$ cat config.mk
export PLATFORM = sky130hd
export DESIGN_NAME = counter_scheduler
export DESIGN_NICKNAME = d
export VERILOG_FILES = /design/src/rtl/counter_scheduler.sv
export SDC_FILE = /design/constraint.sdc
export NUM_CORES = 1
export LEC_CHECK = 0
export ABC_AREA = 1
export BUFFER_PORTS_ARGS = -buffer_cell sky130_fd_sc_hd__clkbuf_2
export CORE_AREA = 2 2 66 75
export CTS_CLUSTER_SIZE = 12
export DETAILED_ROUTE_END_ITERATION = 7
export DIE_AREA = 0 0 68 77
export PLACE_DENSITY = 0.51
export SLEW_MARGIN = 20
export SYNTH_ARGS = -nofsm -noshare
export SYNTH_HDL_FRONTEND = slang
export SYNTH_SLANG_ARGS = --single-unit
$ cat constraint.sdc
create_clock -name clk -period 1.9 [get_ports clk]
set_input_delay 0 -clock clk [delete_from_list [all_inputs] [get_ports clk]]
set_output_delay 0 -clock clk [all_outputs]
set_load 0.03 [all_outputs]
$ cat src/rtl/counter_scheduler.sv
// Round-robin sharing of one interval counter: grants one requester a slot of dur cycles, then pulses done.
// Grant appears the cycle after req is seen in IDLE; 2-cycle turnaround (1 after abort); req/dur ignored while busy.
module counter_scheduler #(
  parameter int NREQ  = 4,
  parameter int WIDTH = 4
) (
  input  logic                     clk,
  input  logic                     reset,
  input  logic [NREQ-1:0]          req,
  input  logic [NREQ*WIDTH-1:0]    dur,
  input  logic                     abort,
  output logic [NREQ-1:0]          gnt,
  output logic [NREQ-1:0]          done,
  output logic                     busy,
  output logic [WIDTH-1:0]         count,
  output logic [$clog2(NREQ)-1:0]  owner
);

  localparam int IW = $clog2(NREQ);

  typedef enum logic [1:0] {IDLE, RUN, DONE} state_t;

  state_t           state, state_n;
  logic [NREQ-1:0]  gnt_n, done_n;
  logic [WIDTH-1:0] count_n, limit, limit_n;
  logic [IW-1:0]    owner_n, last, last_n, pick, cand;
  logic             found;
  logic [WIDTH-1:0] dur_a [NREQ];

  always_comb begin : dur_unpack
    for (int i = 0; i < NREQ; i++) dur_a[i] = dur[i*WIDTH +: WIDTH];
  end

  // Search starts just after the previous grantee so every waiting requester is served in turn.
  always_comb begin : rr_pick
    found = 1'b0;
    pick  = '0;
    cand  = '0;
    for (int k = 1; k <= NREQ; k++) begin
      cand = IW'((int'(last) + k) % NREQ);
      if (!found && req[cand]) begin
        found = 1'b1;
        pick  = cand;
      end
    end
  end

  always_comb begin : fsm_next
    state_n = state;
    gnt_n   = gnt;
    done_n  = '0;
    count_n = count;
    owner_n = owner;
    last_n  = last;
    limit_n = limit;
    case (state)
      IDLE: begin
        if (found) begin
          limit_n = dur_a[pick];
          last_n  = pick;
          owner_n = pick;
          gnt_n   = NREQ'(1) << pick;
          count_n = '0;
          state_n = RUN;
        end
      end
      RUN: begin
        if (abort) begin
          gnt_n   = '0;
          count_n = '0;
          state_n = IDLE;
        // limit of 0 wraps to all-ones here, giving the full 2^WIDTH-cycle slot.
        end else if (count == limit - WIDTH'(1)) begin
          gnt_n         = '0;
          done_n[owner] = 1'b1;
          count_n       = '0;
          state_n       = DONE;
        end else begin
          count_n = count + WIDTH'(1);
        end
      end
      default: state_n = IDLE;
    endcase
  end

  always_ff @(posedge clk) begin
    if (!reset) begin
      state <= IDLE;
      gnt   <= '0;
      done  <= '0;
      count <= '0;
      owner <= '0;
      last  <= IW'(NREQ - 1);
      limit <= '0;
    end else begin
      state <= state_n;
      gnt   <= gnt_n;
      done  <= done_n;
      count <= count_n;
      owner <= owner_n;
      last  <= last_n;
      limit <= limit_n;
    end
  end

  assign busy = (state != IDLE);

endmodule

==> flow_summary.toml <==
[synth]
synthMostInstantiatedCell = "nand2_1"
syn_nets = 217
ys_ff_latch = 22
avgSynthCellArea_sq_um = 6.784
synthTopCellsByCount = "nand2_1 (46), nand3_1 (23), dfxtp_1 (22)"
synth-main-ff-cell = "dfxtp_1"
syn_area_sq_um = 1302
yosys_warnings = 0
synth_top_area_frac = 0.3381
ys_top_cells_by_area = "dfxtp_1 (34%), nand2_1 (13%), nand3_1 (8.8%)"
synth_cell_type_count = 29
netlist_instances = 192
synth_edf_count = 0
seq_area_frac_synth = 0.3381
async_reset_ff_frac = 0
yosysTopAreaCell = "dfxtp_1"

[grt]
antenna_found_initial = 0
grt_max_degree = 14
grt_pass1_wl_um = 5319
grt_usage = 0.1279
overflow = 0
grt_pass1_vias = 1252

[power_and_ir_drop]
ir_worst_vdd_uv = 754.7
power_leakage_uw = 0.0008888
total_power_uw = 3358
power_density_nw_per_um2 = 1852

[setup_path]
r2r_end = "limit[0]"
critPathCaptureType = "register"
crit_path_start = "last[0]"
crit_required_ns = 2.05
crit_type = "register to register"
cp_max_fo = 11
cp-start-kind = "register"
rr_startpoint = "last[0]"
rr_worst_depth = 13
ff2ff_setup_slack_ns = 0.04
cp.arrival_ns = 2.01

[worst_hold_path]
min_path_type = "primary input to register"
hold_path_depth = 5
hp-start = "dur[10]"
whs_endpoint = "limit[2]"

[clocking]
clk_pin_slew_ns = 0.08
htree_levels = 1
clock_latency_ns = 0.26
cts_buffer_depth = 2
cts_root_buffer = "clkbuf_8"
cts_buffers = 3
clock-sinks = 22
cts_tree = "built"

[route]
vias_per_cell = 4.617
firstDrtPassIters = 4
avgRoutedWirePerCell_um = 11.26
num_vias = 1376
drc = 0
drt-initial-drc-count = 56
antenna_left = 0
wl_um = 3355

[layout]
diodes = 0
drive_gt1_frac = 0.4050
multi_input_area_sq_um = 812.0
fin_nets = 268
regArea_sq_um = 444.2
stdcell_count = 298
syn2layout_area_growth_pct = 39.19
num-fill-cells = 473
final_util = 0.4038

[sta]
finalSetupViolations = 0
tns_ns = 0
drv_slew = 0
fmax_ghz = 0.5374
rsz0062_at_grt = "yes"
worst_slew_pin_slew_ns = 0.3412
clock_skew_ns = 0.004793
max_slew_margin = 0.7715
final.setup.worst_slack_ns = 0.03909
hold_viol_final = 0
finalCritPeriodShare = 0.9794
fin_crit_ns = 1.861

[status]
status = "completed"

[die]
coreArea_sq_um = 4489
die_width_um = 68
io_pins = 38
initial_core_util = 0.2901
num_rows = 26
die_y_um = 77
die-area_sq_um = 5236

[placed_design]
hpwl_um = 2621
place_inst = 288
gp_congestion = 0.7602
port_buffers = 37
pre_cts_slack_ns = -0.03236

[flow_run]
drv_cap = 0
-- cell usage in the layout (no fill, tap or decap), types with 4 or more instances in the layout --
master / instances
clkbuf_2: 37
inv_2: 5
buf_4: 10
nor2_1: 17
inv_1: 17
a21oi_1: 8
nand3_1: 21
o21ai_0: 4
dfxtp_1: 19
nand2_1: 37
nand2_2: 18
-- registers in the layout, summed over array words and instances, names as in the netlist --
signal	cells
count	4
done	4
gnt	4
last	2
limit	4
owner	2
state	2
-- critical path: stages, from the launching register on --
cell and delay, ns:
dfxtp_2 0.35, buf_12 0.12, inv_8 0.04, nand2_2 0.05
nand2_2 0.06, nand2_2 0.09, nand2_2 0.08, nor2_4 0.16
nand3b_1 0.15, nand3_2 0.14, inv_2 0.11, buf_4 0.16
o21ai_0 0.16, nor2_1 0.07
-- metrics by stage --
step / area (sq um) / hold slack (ns)
floorplan: 1303 / 0.1050
global placement: 1588 / 0.2365
detailed placement: 1588 / 0.2327
CTS: 1677 / 0.05903
global route: 1813 / 0.08644
finish: 1813 / 0.06025
-- where the power goes --
part / internal, uW / total, uW / switching (uW) / leakage (uW)
Combinational: 889 / 2240 / 1350 / 0.000673
Clock: 281 / 438 / 156 / 0.0000357
Sequential: 583 / 676 / 93.1 / 0.000180
Total: 1750 / 3360 / 1600 / 0.000889
-- how the worst max path moves through the flow --
| stage | endpoint | slack [ns] | cells after the start |
|---|---|---|---|
| final | limit[0] | 0.04 | 13 |
| after global placement | done[1] | 0.002 | 9 |
| after detailed placement | done[0] | -0.03 | 9 |
| after CTS | limit[1] | 0.001 | 15 |
| after global routing | limit[1] | -0.11 | 13 |
| after floorplan | gnt[2] | 0.27 | 10 |
-- layout make-up --
cell class,count,area share
sequential,22,0.2450
clock buffer,3,0.02277
inverter,24,0.05659
multi-input combinational,141,0.4479
tap,56,0.03865
timing repair buffer,51,0.1725
clock inverter,1,0.01656
-- layer usage --
layer,wire length (um),GRT usage,vias to the layer above
met5,0,0,-
met4,46,0.05200,0
met3,207,0.02346,4
met2,1584,0.1893,33
met1,1516,0.1789,613
li1,-,-,726
-- logic make-up (layout without fill, tap and decap cells) --
| group | after synthesis | after routing | share of synthesized area |
|---|---|---|---|
| AOI/OAI and AO/OA | 22 | 22 | 0.09798 |
| xor gates and xnor gates | 4 | 4 | 0.02690 |
| adders and majority gates | 2 | 2 | 0.01921 |
| buffers and inverters | 29 | 79 | 0.1095 |
| DFF | 22 | 22 | 0.3381 |
| and+or+nand+nor | 113 | 113 | 0.4083 |
-- timing repair --
| action | 4_1_cts | 5_1_grt |
|---|---|---|
| setup endpoints to repair | 4 | 18 |
| buffers inserted | 0 | 5 |
| hold endpoints to repair | 1 | 0 |
| gates resized for setup | 2 | 30 |
| hold buffers | 1 | 0 |
| pin swaps | 2 | 13 |
Power figures use the tool's default switching activity.
